`src/rtl/captura_jogada_if.sv`:
```
// -----------------------------------------------------------------------------
// captura_jogada_if
//   Handshake between the input-capture stage (captura_jogada) and the game FSM.
//   master : the capture stage, which presents the head action.
//   slave  : the game FSM, which consumes it.
// Signals
//   jogada_valida  master->slave  an action is pending at the head
//   jogada         master->slave  head action code (LARGURA bits)
//   consome        slave->master  pop the head this cycle (only meaningful while valid)
// -----------------------------------------------------------------------------
interface captura_jogada_if #(
    parameter int LARGURA = 6
);
    logic               jogada_valida;
    logic [LARGURA-1:0] jogada;
    logic               consome;

    modport master (
        output jogada_valida,
        output jogada,
        input  consome
    );

    modport slave (
        input  jogada_valida,
        input  jogada,
        output consome
    );
endinterface

```
`src/rtl/captura_jogada.sv`:
```
// -----------------------------------------------------------------------------
// captura_jogada
//   Synchronises and debounces the raw player switches, accepts one action per
//   press and buffers it until the game FSM consumes it via fila.consome.
//   A held key is captured once; it must be released before another capture.
// Build option
//   JOGADA_FILA2_EN  defined   -> 2-entry buffer (head + follower)
//                    undefined -> single-entry buffer
// Ports
//   clock         rising-edge system clock
//   reset         asynchronous, active-high; clears all state
//   habilita      game running; no new press accepted while low
//   chaves        raw asynchronous switches (action code)
//   fila          master side of captura_jogada_if (jogada_valida, jogada, consome)
//   db_descartes  saturating count of presses dropped on a full buffer
//   db_estado     FSM state code for debug displays
// -----------------------------------------------------------------------------
module captura_jogada #(
    parameter int DEBOUNCE_CICLOS = 4,
    parameter int LARGURA         = 6
) (
    input  logic                clock,
    input  logic                reset,
    input  logic                habilita,
    input  logic [LARGURA-1:0]  chaves,
    captura_jogada_if.master    fila,
    output logic [3:0]          db_descartes,
    output logic [1:0]          db_estado
);
    localparam int                CONT_W   = $clog2(DEBOUNCE_CICLOS);
    localparam logic [CONT_W-1:0] CONT_MAX = CONT_W'(DEBOUNCE_CICLOS - 1);
    localparam logic [LARGURA-1:0] ZERO    = {LARGURA{1'b0}};

    typedef enum logic [1:0] {
        OCIOSO     = 2'd0,
        ESTABILIZA = 2'd1,
        REGISTRA   = 2'd2,
        SOLTA      = 2'd3
    } estado_t;

    logic [LARGURA-1:0] sinc1_r, sinc_r;
    estado_t            estado_r, estado_s;
    logic [LARGURA-1:0] amostra_r, amostra_s;
    logic [CONT_W-1:0]  cont_r, cont_s;
    logic [LARGURA-1:0] head_r, head_s;
    logic               head_valid_r, head_valid_s;
    logic [3:0]         descartes_r, descartes_s;
    logic               pop_s, grava_s, descarta_s;
`ifdef JOGADA_FILA2_EN
    logic [LARGURA-1:0] fol_r, fol_s;
    logic               fol_valid_r, fol_valid_s;
`endif

    // Debounce FSM: next state, captured sample and stability counter.
    always_comb begin
        estado_s  = estado_r;
        amostra_s = amostra_r;
        cont_s    = cont_r;
        case (estado_r)
            OCIOSO: begin
                if (habilita && (sinc_r != ZERO)) begin
                    amostra_s = sinc_r;
                    cont_s    = {CONT_W{1'b0}};
                    estado_s  = ESTABILIZA;
                end else begin
                    estado_s  = OCIOSO;
                end
            end
            ESTABILIZA: begin
                // Abort has priority over completion: the last compare must also match.
                if (!habilita || (sinc_r != amostra_r)) begin
                    estado_s = OCIOSO;
                end else if (cont_r == CONT_MAX) begin
                    estado_s = REGISTRA;
                end else begin
                    cont_s   = cont_r + {{(CONT_W-1){1'b0}}, 1'b1};
                end
            end
            REGISTRA: begin
                estado_s = SOLTA;
            end
            SOLTA: begin
                if (sinc_r == ZERO) begin
                    estado_s = OCIOSO;
                end else begin
                    estado_s = SOLTA;
                end
            end
            default: begin
                estado_s = OCIOSO;
            end
        endcase
    end

    // Action buffer: the pop is applied before the write so a same-edge write always fits.
    always_comb begin
        pop_s        = head_valid_r & fila.consome;
        grava_s      = (estado_r == REGISTRA);
        descarta_s   = 1'b0;
        head_s       = head_r;
        head_valid_s = head_valid_r;
`ifdef JOGADA_FILA2_EN
        fol_s        = fol_r;
        fol_valid_s  = fol_valid_r;
        if (pop_s) begin
            head_s       = fol_valid_r ? fol_r : ZERO;
            head_valid_s = fol_valid_r;
            fol_s        = ZERO;
            fol_valid_s  = 1'b0;
        end else begin
            head_valid_s = head_valid_r;
        end
        if (grava_s) begin
            if (!head_valid_s) begin
                head_s       = amostra_r;
                head_valid_s = 1'b1;
            end else if (!fol_valid_s) begin
                fol_s        = amostra_r;
                fol_valid_s  = 1'b1;
            end else begin
                descarta_s   = 1'b1;
            end
        end else begin
            descarta_s = 1'b0;
        end
`else
        if (pop_s) begin
            head_s       = ZERO;
            head_valid_s = 1'b0;
        end else begin
            head_valid_s = head_valid_r;
        end
        if (grava_s) begin
            if (!head_valid_s) begin
                head_s       = amostra_r;
                head_valid_s = 1'b1;
            end else begin
                descarta_s   = 1'b1;
            end
        end else begin
            descarta_s = 1'b0;
        end
`endif
        if (descarta_s && (descartes_r != 4'hF)) begin
            descartes_s = descartes_r + 4'd1;
        end else begin
            descartes_s = descartes_r;
        end
    end

    // State, synchroniser and buffer registers.
    always_ff @(posedge clock or posedge reset) begin
        if (reset) begin
            sinc1_r      <= ZERO;
            sinc_r       <= ZERO;
            estado_r     <= OCIOSO;
            amostra_r    <= ZERO;
            cont_r       <= {CONT_W{1'b0}};
            head_r       <= ZERO;
            head_valid_r <= 1'b0;
            descartes_r  <= 4'd0;
`ifdef JOGADA_FILA2_EN
            fol_r        <= ZERO;
            fol_valid_r  <= 1'b0;
`endif
        end else begin
            sinc1_r      <= chaves;
            sinc_r       <= sinc1_r;
            estado_r     <= estado_s;
            amostra_r    <= amostra_s;
            cont_r       <= cont_s;
            head_r       <= head_s;
            head_valid_r <= head_valid_s;
            descartes_r  <= descartes_s;
`ifdef JOGADA_FILA2_EN
            fol_r        <= fol_s;
            fol_valid_r  <= fol_valid_s;
`endif
        end
    end

    assign fila.jogada_valida = head_valid_r;
    assign fila.jogada        = head_r;
    assign db_descartes       = descartes_r;
    assign db_estado          = estado_r;
endmodule
```
`src/flat_wrapper.sv`:
```
// flat-port wrapper written by rule: the top's interface ports become plain ports
module captura_jogada_flat 
#(
    parameter int DEBOUNCE_CICLOS = 4,
    parameter int LARGURA         = 6
)
  (clock, reset, habilita, chaves, db_descartes, db_estado, fila_jogada_valida, fila_jogada, fila_consome);
  captura_jogada_if #(.LARGURA(LARGURA)) fila_i ();
  input  logic clock;
  input  logic reset;
  input  logic habilita;
  input  logic [LARGURA-1:0] chaves;
  output logic [3:0] db_descartes;
  output logic [1:0] db_estado;
  output wire logic [$bits(fila_i.jogada_valida)-1:0] fila_jogada_valida;
  output wire logic [$bits(fila_i.jogada)-1:0] fila_jogada;
  input wire logic [$bits(fila_i.consome)-1:0] fila_consome;
  assign fila_jogada_valida = fila_i.jogada_valida;
  assign fila_jogada = fila_i.jogada;
  assign fila_i.consome = fila_consome;
  captura_jogada #(.DEBOUNCE_CICLOS(DEBOUNCE_CICLOS), .LARGURA(LARGURA)) u_core (.clock(clock), .reset(reset), .habilita(habilita), .chaves(chaves), .fila(fila_i), .db_descartes(db_descartes), .db_estado(db_estado));
endmodule
```
`config.mk`:
```
export PLATFORM = sky130hd
export DESIGN_NAME = captura_jogada_flat
export DESIGN_NICKNAME = d
export VERILOG_FILES = /design/src/rtl/captura_jogada_if.sv /design/src/rtl/captura_jogada.sv /design/src/flat_wrapper.sv
export SDC_FILE = /design/constraint.sdc
export NUM_CORES = 1
export LEC_CHECK = 0
export ABC_AREA = 1
export CORE_MARGIN = 3
export CORE_UTILIZATION = 28
export CTS_CLUSTER_DIAMETER = 200
export DETAILED_ROUTE_END_ITERATION = 10
export GPL_ROUTABILITY_DRIVEN = 0
export PLACE_DENSITY = 0.47
export SYNTH_ARGS = -nofsm -noshare
export SYNTH_HDL_FRONTEND = slang
export SYNTH_SLANG_ARGS = --single-unit
```
`constraint.sdc`:
```
create_clock -name clock -period 2.3 [get_ports clock]
set_input_delay 0.46 -clock clock [delete_from_list [all_inputs] [get_ports clock]]
set_output_delay 0.46 -clock clock [all_outputs]
set_load 0.02 [all_outputs]
```
Word level (Yosys, flattened, before mapping)
Index checks and enable logic that the tools add are counted.
Storage, ports and cells
  bits in registers: 33
  input port bits: 10
  output and inout port bits: 13
  logic and storage cells: 47
Cells by class
  add/subtract/negate cells: 2
  eq/ne operators: 10
  multiplexer cells: 16
  bitwise operators: 1
  reduce and logical (&&, ||, !) cells: 10
Operator list (count)
  two-way mux 6 bit: 3
  two-way mux 2 bit: 6
  one-hot mux 2 bit (4 select lines): 1
  == test 2 bit (second input constant): 3
  zero test 6 bit: 1
  != test 6 bit: 1
  nonzero test 6 bit: 1
  two-way mux 1 bit: 5
  adder 4 x 1 -> 4 bit (second input constant): 1
  != test 2 bit (second input constant): 2
  != test 4 bit (second input constant): 1
  one-hot mux 2 bit (2 select lines): 1
  AND reduction 4 bit: 1
  != test 3 x 1 -> 1 bit (second input constant): 1
  adder 2 x 1 -> 2 bit (second input constant): 1
  == test 2 x 1 -> 1 bit (second input constant): 1
  logical AND 1 bit: 2
  zero test 2 bit: 1
  != test 2 x 1 -> 1 bit (second input constant): 1
  AND reduction 2 bit: 1
  nonzero test 2 bit: 1
  bitwise AND 1 bit: 1
  zero test 1 bit: 1
  logical OR 1 bit: 1

Depth between registers and ports, before layout
Gate-level depths: netlist of run 1.
  depth in word-level cells: 5
  mapped depth: 10
  gate-level depth less buffers: 10

Least setup slack after synthesis of run 1
No wires, ideal clock.
  kind: reg2reg
  start: register u_core.descartes_r[0] (netlist: u_core.db_descartes[0])
  end: register u_core.descartes_r[1] (netlist: u_core.db_descartes[1])
  setup time: 0.128 ns
  arrival: 1.238 ns
  required time: 2.172 ns
  setup slack: 0.934 ns
  stages on the path, launching flop included: 5
  path buffers: 0
  clock period less this slack: 1.366 ns
  cells stage by stage: dfrtp_1 ha_1 nand3_1 nand3_1 mux2_1
Between the ends
  longest elaborated chain between the ends: 2
  elaborated cells between the ends (all ways): 3
  those cells by class: add/sub: 1; eq/ne: 1; reduce/logical: 1
Ends and longest elaborated chain
  start, declared: RTL line captura_jogada.sv:47  | logic [3:0] descartes_r, descartes_s;
  start signal, assigned: RTL line captura_jogada.sv:174  | descartes_r <= descartes_s;
  parallel branches: the longest is 2 deep, another holds adder 4 x 1 -> 4 bit
Several ways; the timed one is not identified.
A chain may end at the register's enable or synchronous reset.

Final worst setup path of run 1
  start: register u_core.estado_r[0] (netlist: u_core.db_estado[0])
  end: output db_estado[0]
RTL lines
  start, declared: RTL line captura_jogada.sv:42  | estado_t estado_r, estado_s;
  start signal, assigned: RTL line captura_jogada.sv:169  | estado_r <= estado_s;
  end, declared: RTL line flat_wrapper.sv:14  | output logic [1:0] db_estado;
No word-level cell between the ends.

==> results by group, run 1 <==
Status
  • Status: completed

STA
  • Final Max Slew Viols: 0
  • Peak Freq: 532.6 MHz
  • Final Setup Violations: 0
  • Worst Tran Pin Value: 0.4168 ns
  • RSZ-0062 raised after global routing: false
  • Fin. Hold Viols: 0
  • Fin crit period: 1.878 ns
  • Slew HR: 0.7221
  • Final period util: 0.8164
  • Clk_skew: 0.005975 ns
  • Setup TNS: 0 ns
  • Hold_ws: 0.3458 ns

Critical path
  • CP Max Fanout: 5
  • CP arrival: 1.42 ns
  • Crit-path cells: clkdlybuf4s50_1
  • Critical path's top delay family: buffers and inverters
  • Crit path buffers/inverters: 1
  • CP Capture Type: primary output
  • Crit path launch type: flip-flop
  • Slowest-stage cell, CP: clkdlybuf4s50_1
  • Required @ worst endpoint: approximately 1.8 ns
  • Crit path kind: flip-flop to primary output
  • Slowest stage delay, CP: 0.66 ns

Power and ir drop
  • Net Sw Frac: 0.3525
  • Leak pwr: around 0.83 nW
  • Switching power: 0.6592 mW
  • PwrDens: about 1100 nW/um2
  • Peak supply drop: 0.4335 mV
  • Internal power: around 1.2 mW
  • Combinational share of power: 0.330
  • Clock power frac: 0.218
  • Seq pwr share: 0.452
  • Tot Pwr: approximately 1.9 mW

Clock tree
  • Clock transition at path regs: approximately 0.06 ns
  • Number of buffers created by CTS: 5
  • Post-cts repair resize count: 0
  • CTS tree: done
  • CTS root buf: clkbuf_8
  • CTS max path bufs: 2
  • CTS Hold Bufs: 0
  • CTS sink count: 33
  • Post-CTS setup buffers: 0
  • H-tree level count: 2
  • Clock insertion delay at the later pin of the skew report: 0.28 ns

Detailed routing
  • Drc violations: 0
  • Via count: 947
  • First-pass iteration count of the detailed router: 4
  • WL per Instance: 11.03 um
  • Post-route antenna net violation count: 0
  • Starting DRT DRC Count: 54
  • Drt total wl: 2405 um
  • Vias per inst: between 4 and 5

Floorplanning
  • Die area: ~5700 um2
  • FP Rows: 24
  • Die W: 75.34 um
  • Starting Density: 0.2989
  • Num ports: 23
  • Core footprint: between 4000 and 5000 um2
  • Die height: 75.34 um

Synthesis
  • Synth warn: 0
  • Syn Nets: 148
  • Mapped Area: around 1300 um2
  • Syn Inst Count: 136
  • Netlist cell types: 20
  • Syn_area_per_cell: between 9 and 10 um2
  • Cell taking the most area after synthesis: dfrtp_1
  • Synth top area cells: dfrtp_1, nand2_1, nand3_1
  • Flops & latches, synth: 33
  • Register area share after synthesis: 0.6134
  • Share of the synthesized area in the top cell type: 0.6134

Global route
  • Tot GR Track Use: 0.09395
  • Congestion Overflow GR: 0
  • Vias in the first global route: 880
  • First-pass GRT wire length: 3877 um
  • Initial antenna violation count: 0
  • Pin count of the biggest net entering global routing: 34

Finish
  • Diodes inserted: 0
  • Fin area: between 1500 and 2000 um2
  • Area Growth Syn to Fin: 27.32%
  • Layout cells sized above 1: 0.09639
  • Number of fill cells in the layout: 471
  • Final Util: 0.3806
  • Final net count: 177

Placement
  • IO buf count: 22
  • Post-DP HPWL: 1730 um
  • Area after DPL: 1634 um2

Job
  • Max-Cap Viols: 0

Worst hold path
  • HP Class: flip-flop to flip-flop
[metrics by stage]
stage | setup slack, ns | cells
floorplan | 0.9341 | 136
global placement | 0.5586 | 210
detailed placement | 0.5198 | 210
CTS | 0.4079 | 218
global route | 0.3652 | 218
finish | 0.4223 | 218
[cells in the mapped netlist]
master and number:
nor2_1 8, o21ai_1 9, nand2_2 2, nand2_1 30, nand3_1 15, nand4_1 2
ha_1 2, nor2_4 1, nor2_2 2, a21boi_1 1, xnor2_1 3, o21ai_0 2
xor2_1 2, nand3_2 1, nand4_4 1, mux2_1 1, inv_2 3, dfrtp_1 33
buf_2 1, inv_1 17
[cell usage in the layout, fill, tap and decap left out, drive strengths merged]
cell | netlist | layout
a21boi | 1 | 1
buf | 1 | 1
clkbuf | 0 | 8
clkdlybuf4s50 | 0 | 22
dfrtp | 33 | 33
ha | 2 | 2
inv | 20 | 20
mux2 | 1 | 1
nand2 | 32 | 32
nand3 | 16 | 16
nand4 | 3 | 3
nor2 | 11 | 11
o21ai | 11 | 11
xnor2 | 3 | 3
xor2 | 2 | 2
[power groups by stage]
stage	logic [mW]	clock network [mW]	registers, mW
floorplan	0.320	0	0.919
global placement	0.618	0	0.851
detailed placement	0.626	0	0.859
CTS	0.629	0.421	0.847
global route	0.700	0.449	0.868
finish	0.617	0.408	0.845
[cell type report]
cell class	count	area, um2	share of cell area
flip-flops and latches	33	825.8	0.4818
inverters	20	75.07	0.04380
clock buffers	8	80.08	0.04672
multi-input cells	82	440.4	0.2569
well taps	52	65.06	0.03796
repair buffers	23	227.7	0.1328
[cell families (layout without fill, tap and decap cells)]
logic type / after synthesis / count (layout) / synth area share
AO/OA/AOI/OAI: 12 / 12 / 0.04647
adder cells (fa/ha/maj): 2 / 2 / 0.01858
AND/OR/NAND/NOR: 62 / 62 / 0.2212
buffers and inverters: 21 / 51 / 0.05947
multiplexers: 1 / 1 / 0.008364
XOR/XNOR: 5 / 5 / 0.03253
flip-flops: 33 / 33 / 0.6134
[state kept, by name, summed over array words and instances (netlist names)]
name and flops:
u_core.sinc1_r 6, u_core.fila.jogada_valida 1, u_core.amostra_r 6, u_core.db_descartes 4, u_core.fila.jogada 6, u_core.db_estado 2
u_core.sinc_r 6, u_core.cont_r 2
[worst register-to-register path: cells and delay by family (launching register included)]
kind	cells	cell delay, ns
flip-flops	1	0.41
AND/OR/NAND/NOR	2	0.24
multiplexers	1	0.36
adder cells (fa/ha/maj)	1	0.23
[per-layer routing]
metal  wire (um)  vias to the layer above  GRT usage
li1            -                      485          -
met1        1193                      432     0.1188
met2        1022                       26     0.1381
met3         160                        4    0.03958
met4          29                        0    0.04660
met5           0                        -          0
[path summary, 6_finish.rpt]
path                                         from                     end  slack (ns)  cells after the start
max                           u_core.db_estado[0]            db_estado[0]        0.42                      1
min                             u_core.sinc1_r[2]        u_core.sinc_r[2]        0.35                      0
max reg2reg                u_core.db_descartes[0]  u_core.db_descartes[1]        0.94                      4
min reg2reg                     u_core.sinc1_r[2]        u_core.sinc_r[2]        0.35                      0
max in group asynchronous                   reset       u_core.sinc1_r[1]        1.43                      3
min in group asynchronous                   reset   u_core.fila.jogada[2]        0.57                      3
Power figures use the tool's default switching activity.
==> run 2, diff against run 1 <==
clock period = 1.8 ns   (was 2.3 ns; I/O delays follow)
==> results by group, run 2 (synthesized netlist as in run 1, its figures left out) <==
Clock tree
  • CTS max path bufs: 2
  • Number of buffers created by CTS: 5
  • CTS sink count: 33
  • Clock insertion delay at the later pin of the skew report: approximately 0.28 ns
  • CTS root buf: clkbuf_8
  • CTS Hold Bufs: 0
  • Clock transition at path regs: 0.06 ns
  • Post-CTS setup buffers: 0
  • CTS tree: done
  • H-tree level count: 2

Finish
  • Layout cells sized above 1: 0.09639
  • Final Util: 0.3811
  • Diodes inserted: 0
  • FF/Latch Area: about 830 um2
  • Final net count: 177
  • Number of fill cells in the layout: 480
  • Area Growth Syn to Fin: 27.51%
  • Most common cell after layout, fill and taps aside: dfrtp_1
  • Most frequent cells in the layout: dfrtp_1, nand2_1, clkdlybuf4s50_1
  • Area of the multi-input gates: 440.4 um2

Floorplanning
  • Die area: 5676 um2
  • Die W: 75.34 um
  • Num ports: 23
  • Starting Density: 0.2989
  • Die height: 75.34 um
  • Core footprint: 4504 um2
  • FP Rows: 24

Critical path
  • Required @ worst endpoint: between 1 and 1.5 ns
  • Critical path depth: 1
  • Worst Reg-to-Reg Cells: 8
  • Critical path's top delay family: buffers and inverters
  • Crit path kind: flip-flop to primary output
  • Crit path launch type: flip-flop
  • Reg-to-reg endpoint: u_core.cont_r[0]
  • Crit-path cells: clkdlybuf4s50_1
  • CP Max Fanout: 4
  • Crit. Startpoint: u_core.db_descartes[1]
  • Flop-to-flop setup slack: around 0.44 ns
  • Slowest-stage cell, CP: clkdlybuf4s50_1
  • CP Capture Type: primary output
  • Worst setup path endpoint: db_descartes[1]
  • Crit path buffers/inverters: 1
  • CP arrival: 1.30 ns
  • Slowest stage delay, CP: 0.63 ns
  • Reg2reg start: u_core.db_estado[1]

Power and ir drop
  • Combinational share of power: 0.330
  • Leak pwr: 0.8416 nW
  • Peak supply drop: just under 0.5 mV
  • PwrDens: 1390 nW/um2
  • Internal power: 1.545 mW
  • Net Sw Frac: 0.3526
  • Tot Pwr: 2.387 mW
  • Seq pwr share: 0.453
  • Switching power: 0.8414 mW
  • Clock power frac: 0.217

STA
  • Setup TNS: 0 ns
  • RSZ-0062 raised after global routing: false
  • Clk_skew: 0.003022 ns
  • Fin crit period: 1.659 ns
  • Fin. Hold Viols: 0
  • Peak Freq: 602.9 MHz
  • Final Max Slew Viols: 0
  • Final period util: 0.9215
  • Final worst setup slack: 0.1413 ns
  • Worst Tran Pin Value: ~0.42 ns
  • Final Setup Violations: 0
  • Slew HR: 0.7183

Global route
  • M3 GR Usage: 0.05145
  • Vias in the first global route: 915
  • Pin count of the biggest net entering global routing: 34
  • Initial antenna violation count: 0
  • GR Layer Usage met1: 0.1285
  • Tot GR Track Use: 0.09939
  • First-pass GRT wire length: 4133 um
  • Top Usage Layer GRT: met2
  • Congestion Overflow GR: 0
  • Met2 Usage GRT: 0.1429

Detailed routing
  • WL per Instance: 11.06 um
  • Post-route antenna net violation count: 0
  • Drt total wl: between 2000 and 2500 um
  • Starting DRT DRC Count: 67
  • Via count: approximately 940
  • First-pass iteration count of the detailed router: 4
  • Drc violations: 0
  • Vias per inst: 4.317

Placement
  • IO buf count: 22
  • Post-DP HPWL: between 1500 and 2000 um
  • Worst slack, placed: approximately 0.11 ns

Job
  • Max-Cap Viols: 0

Worst hold path
  • HP Class: flip-flop to flip-flop
  • Min-Delay Startpoint: u_core.sinc1_r[3]
  • Cells on Worst Hold Path: 0

Status
  • Status: completed
run 2: final cells by class:
cell class                 count  area share
clock buffer                   8     0.04665
inverter                      20     0.04373
multi-input combinational     82      0.2566
sequential                    33      0.4810
tap                           52     0.03790
timing repair buffer          23      0.1341
run 2: power groups by stage:
stage | combinational (mW) | sequential (mW) | clock, mW
detailed placement | 0.798 | 1.10 | 0
floorplan | 0.409 | 1.17 | 0
global placement | 0.789 | 1.09 | 0
CTS | 0.802 | 1.08 | 0.544
finish | 0.787 | 1.08 | 0.518
global route | 0.902 | 1.11 | 0.578
run 2: stage by stage:
stage | hold WS, ns | instances | cell area (um2)
6_report | 0.3473 | 218 | 1717
5_1_grt | 0.3565 | 218 | 1717
4_1_cts | 0.3497 | 218 | 1714
3_5_place_dp | 0.3347 | 210 | 1634
3_3_place_gp | 0.3316 | 210 | 1634
2_1_floorplan | 0.3312 | 136 | 1346
run 2: routing by layer:
| metal | vias up | part of all wire |
|---|---|---|
| met3 | 5 | 0.053 |
| met1 | 429 | 0.49 |
| li1 | 484 | - |
| met5 | - | 0 |
| met2 | 23 | 0.44 |
| met4 | 0 | 0.013 |
run 2: worst register-to-register path, delay by kind of cell (launching register included):
kind                   cells  cell delay (ns)
DFF                        1             0.40
and+or+nand+nor            7             0.71
buffers and inverters      1             0.13
run 2: timing repair:
action,4_1_cts,5_1_grt
hold endpoints to repair,0,0
endpoints found under the setup margin,0,1
resized for setup,0,1
run 2: worst min path at each step:
| stage | to | slack, ns |
|---|---|---|
| 2_1_floorplan | u_core.sinc_r[0] | 0.33 |
| 3_3_place_gp | u_core.sinc_r[3] | 0.33 |
| 3_5_place_dp | u_core.sinc_r[0] | 0.33 |
| 4_1_cts | u_core.sinc_r[0] | 0.35 |
| 5_1_grt | u_core.sinc_r[4] | 0.36 |
| 6_report | u_core.sinc_r[3] | 0.35 |
==> run 3, diff against run 2 <==
CORE_UTILIZATION = 38   (was 28)
PLACE_DENSITY = 0.59   (was 0.47)
==> results by group, run 3 (synthesized netlist as in run 1, its figures left out) <==
STA
  • Peak Freq: about 580 MHz
  • Final period util: 0.9514
  • Clk_skew: between 0.004 and 0.005 ns
  • Fin crit period: 1.712 ns
  • RSZ-0062 raised after global routing: false
  • Worst Tran Pin Value: 0.4060 ns
  • Final Setup Violations: 0
  • Setup TNS: 0 ns
  • Final Max Slew Viols: 0
  • Fin. Hold Viols: 0
  • Slew HR: 0.7293

Power and ir drop
  • Switching power: approximately 0.82 mW
  • PwrDens: between 1000 and 1500 nW/um2
  • Net Sw Frac: 0.3672
  • Combinational share of power: 0.350
  • Internal power: 1.413 mW
  • Peak supply drop: between 0.5 and 0.6 mV
  • Leak pwr: 0.8247 nW
  • Clock power frac: 0.169
  • Seq pwr share: 0.481

Placement
  • IO buf count: 22
  • Post-placement cell count: 202
  • Post-DP HPWL: ~1600 um

Critical path
  • CP Capture Type: primary output
  • Critical path depth: 1
  • Required @ worst endpoint: about 1.4 ns
  • Crit-path cells: clkdlybuf4s50_1
  • Slowest-stage cell, CP: clkdlybuf4s50_1
  • Critical path's top delay family: buffers and inverters
  • Crit path buffers/inverters: 1
  • Worst Reg-to-Reg Cells: 8
  • CP arrival: 1.35 ns
  • Crit path kind: flip-flop to primary output
  • Slowest stage delay, CP: 0.62 ns
  • CP Max Fanout: 4
  • Crit path launch type: flip-flop

Job
  • Max-Cap Viols: 0

Detailed routing
  • WL met1: between 1000 and 1500 um
  • Starting DRT DRC Count: 26
  • Top Layer Used: met4
  • Metal2 WL: 1024 um
  • Post-route antenna net violation count: 0
  • Met3 WL: 111 um
  • WL per Instance: 10.36 um
  • Drt total wl: 2176 um
  • Drc violations: 0
  • Vias per inst: approximately 4.5
  • First-pass iteration count of the detailed router: 4
  • Via count: between 900 and 1000

Global route
  • Vias in the first global route: approximately 910
  • Tot GR Track Use: 0.1170
  • Pin count of the biggest net entering global routing: 34
  • Congestion Overflow GR: 0
  • Initial antenna violation count: 0
  • First-pass GRT wire length: 3781 um

Floorplanning
  • Starting Density: 0.4203
  • FP Rows: 20
  • Die W: 65.52 um
  • Die area: between 4000 and 5000 um2
  • Core footprint: 3203 um2
  • Num ports: 23
  • Die height: 65.52 um

Clock tree
  • CTS max path bufs: 2
  • CTS root buf: clkbuf_4
  • Clock insertion delay at the later pin of the skew report: 0.32 ns
  • H-tree level count: 2
  • Clock transition at path regs: 0.10 ns
  • CTS Hold Bufs: 0
  • Number of buffers created by CTS: 5
  • CTS sink count: 33
  • CTS tree: done

Finish
  • Layout cells sized above 1: 0.1084
  • Final net count: 177
  • Diodes inserted: 0
  • Most frequent cells in the layout: dfrtp_1, nand2_1, clkdlybuf4s50_1
  • Most common cell after layout, fill and taps aside: dfrtp_1
  • Cell Count, Final, Fillers Out: 210
  • Area Growth Syn to Fin: 24.35%

Status
  • Status: completed

Worst hold path
  • Cells on Worst Hold Path: 0
  • HP Class: flip-flop to flip-flop
## run 3: per-stage QoR
stage                     hold slack, ns  power, mW  setup slack (ns)    util  instance area [um2]
final                             0.3558      2.233           0.08752  0.5227                 1674
after global routing              0.3637      2.421           0.01989  0.5227                 1674
after CTS                         0.3567      2.268           0.05952  0.5227                 1674
after detailed placement          0.3347      1.893           0.09986  0.5070                 1624
after global placement            0.3331      1.865            0.1660  0.5070                 1624
after floorplan                   0.3312      1.583            0.4341       -                 1346
## run 3: repair_timing
| item | CTS | global route |
|---|---|---|
| gates resized for setup | 1 | 0 |
| endpoints found under the setup margin | 1 | 0 |
| setup buffers | 0 | 0 |
## run 3: worst paths after layout
kind	endpoint	slack (ns)	startpoint
max	db_descartes[2]	0.09	u_core.db_descartes[2]
min	u_core.sinc_r[4]	0.36	u_core.sinc1_r[4]
max reg2reg	u_core.cont_r[0]	0.42	u_core.db_estado[1]
min reg2reg	u_core.sinc_r[4]	0.36	u_core.sinc1_r[4]
max in group asynchronous	u_core.fila.jogada[4]	1.10	reset
min in group asynchronous	u_core.sinc1_r[5]	0.41	reset
## run 3: metal layers
layer / GRT usage / up-vias
met4: 0.06477 / 0
met3: 0.03590 / 4
met5: 0 / -
met2: 0.1871 / 22
met1: 0.1397 / 429
li1: - / 485
## run 3: final cells by class
type | instances | area (um2)
timing repair buffer | 23 | 226.5
clock inverter | 2 | 10.01
sequential | 33 | 825.8
clock buffer | 6 | 41.29
multi-input combinational | 82 | 440.4
tap | 44 | 55.05
inverter | 20 | 75.07
fill | 324 | 1529
## run 3: power groups by stage
stage	sequential [mW]	clock, mW	combinational, mW
after global placement	1.08	0	0.781
after CTS	1.08	0.397	0.795
final	1.07	0.377	0.782
after detailed placement	1.09	0	0.799
after floorplan	1.17	0	0.409
after global routing	1.11	0.436	0.875
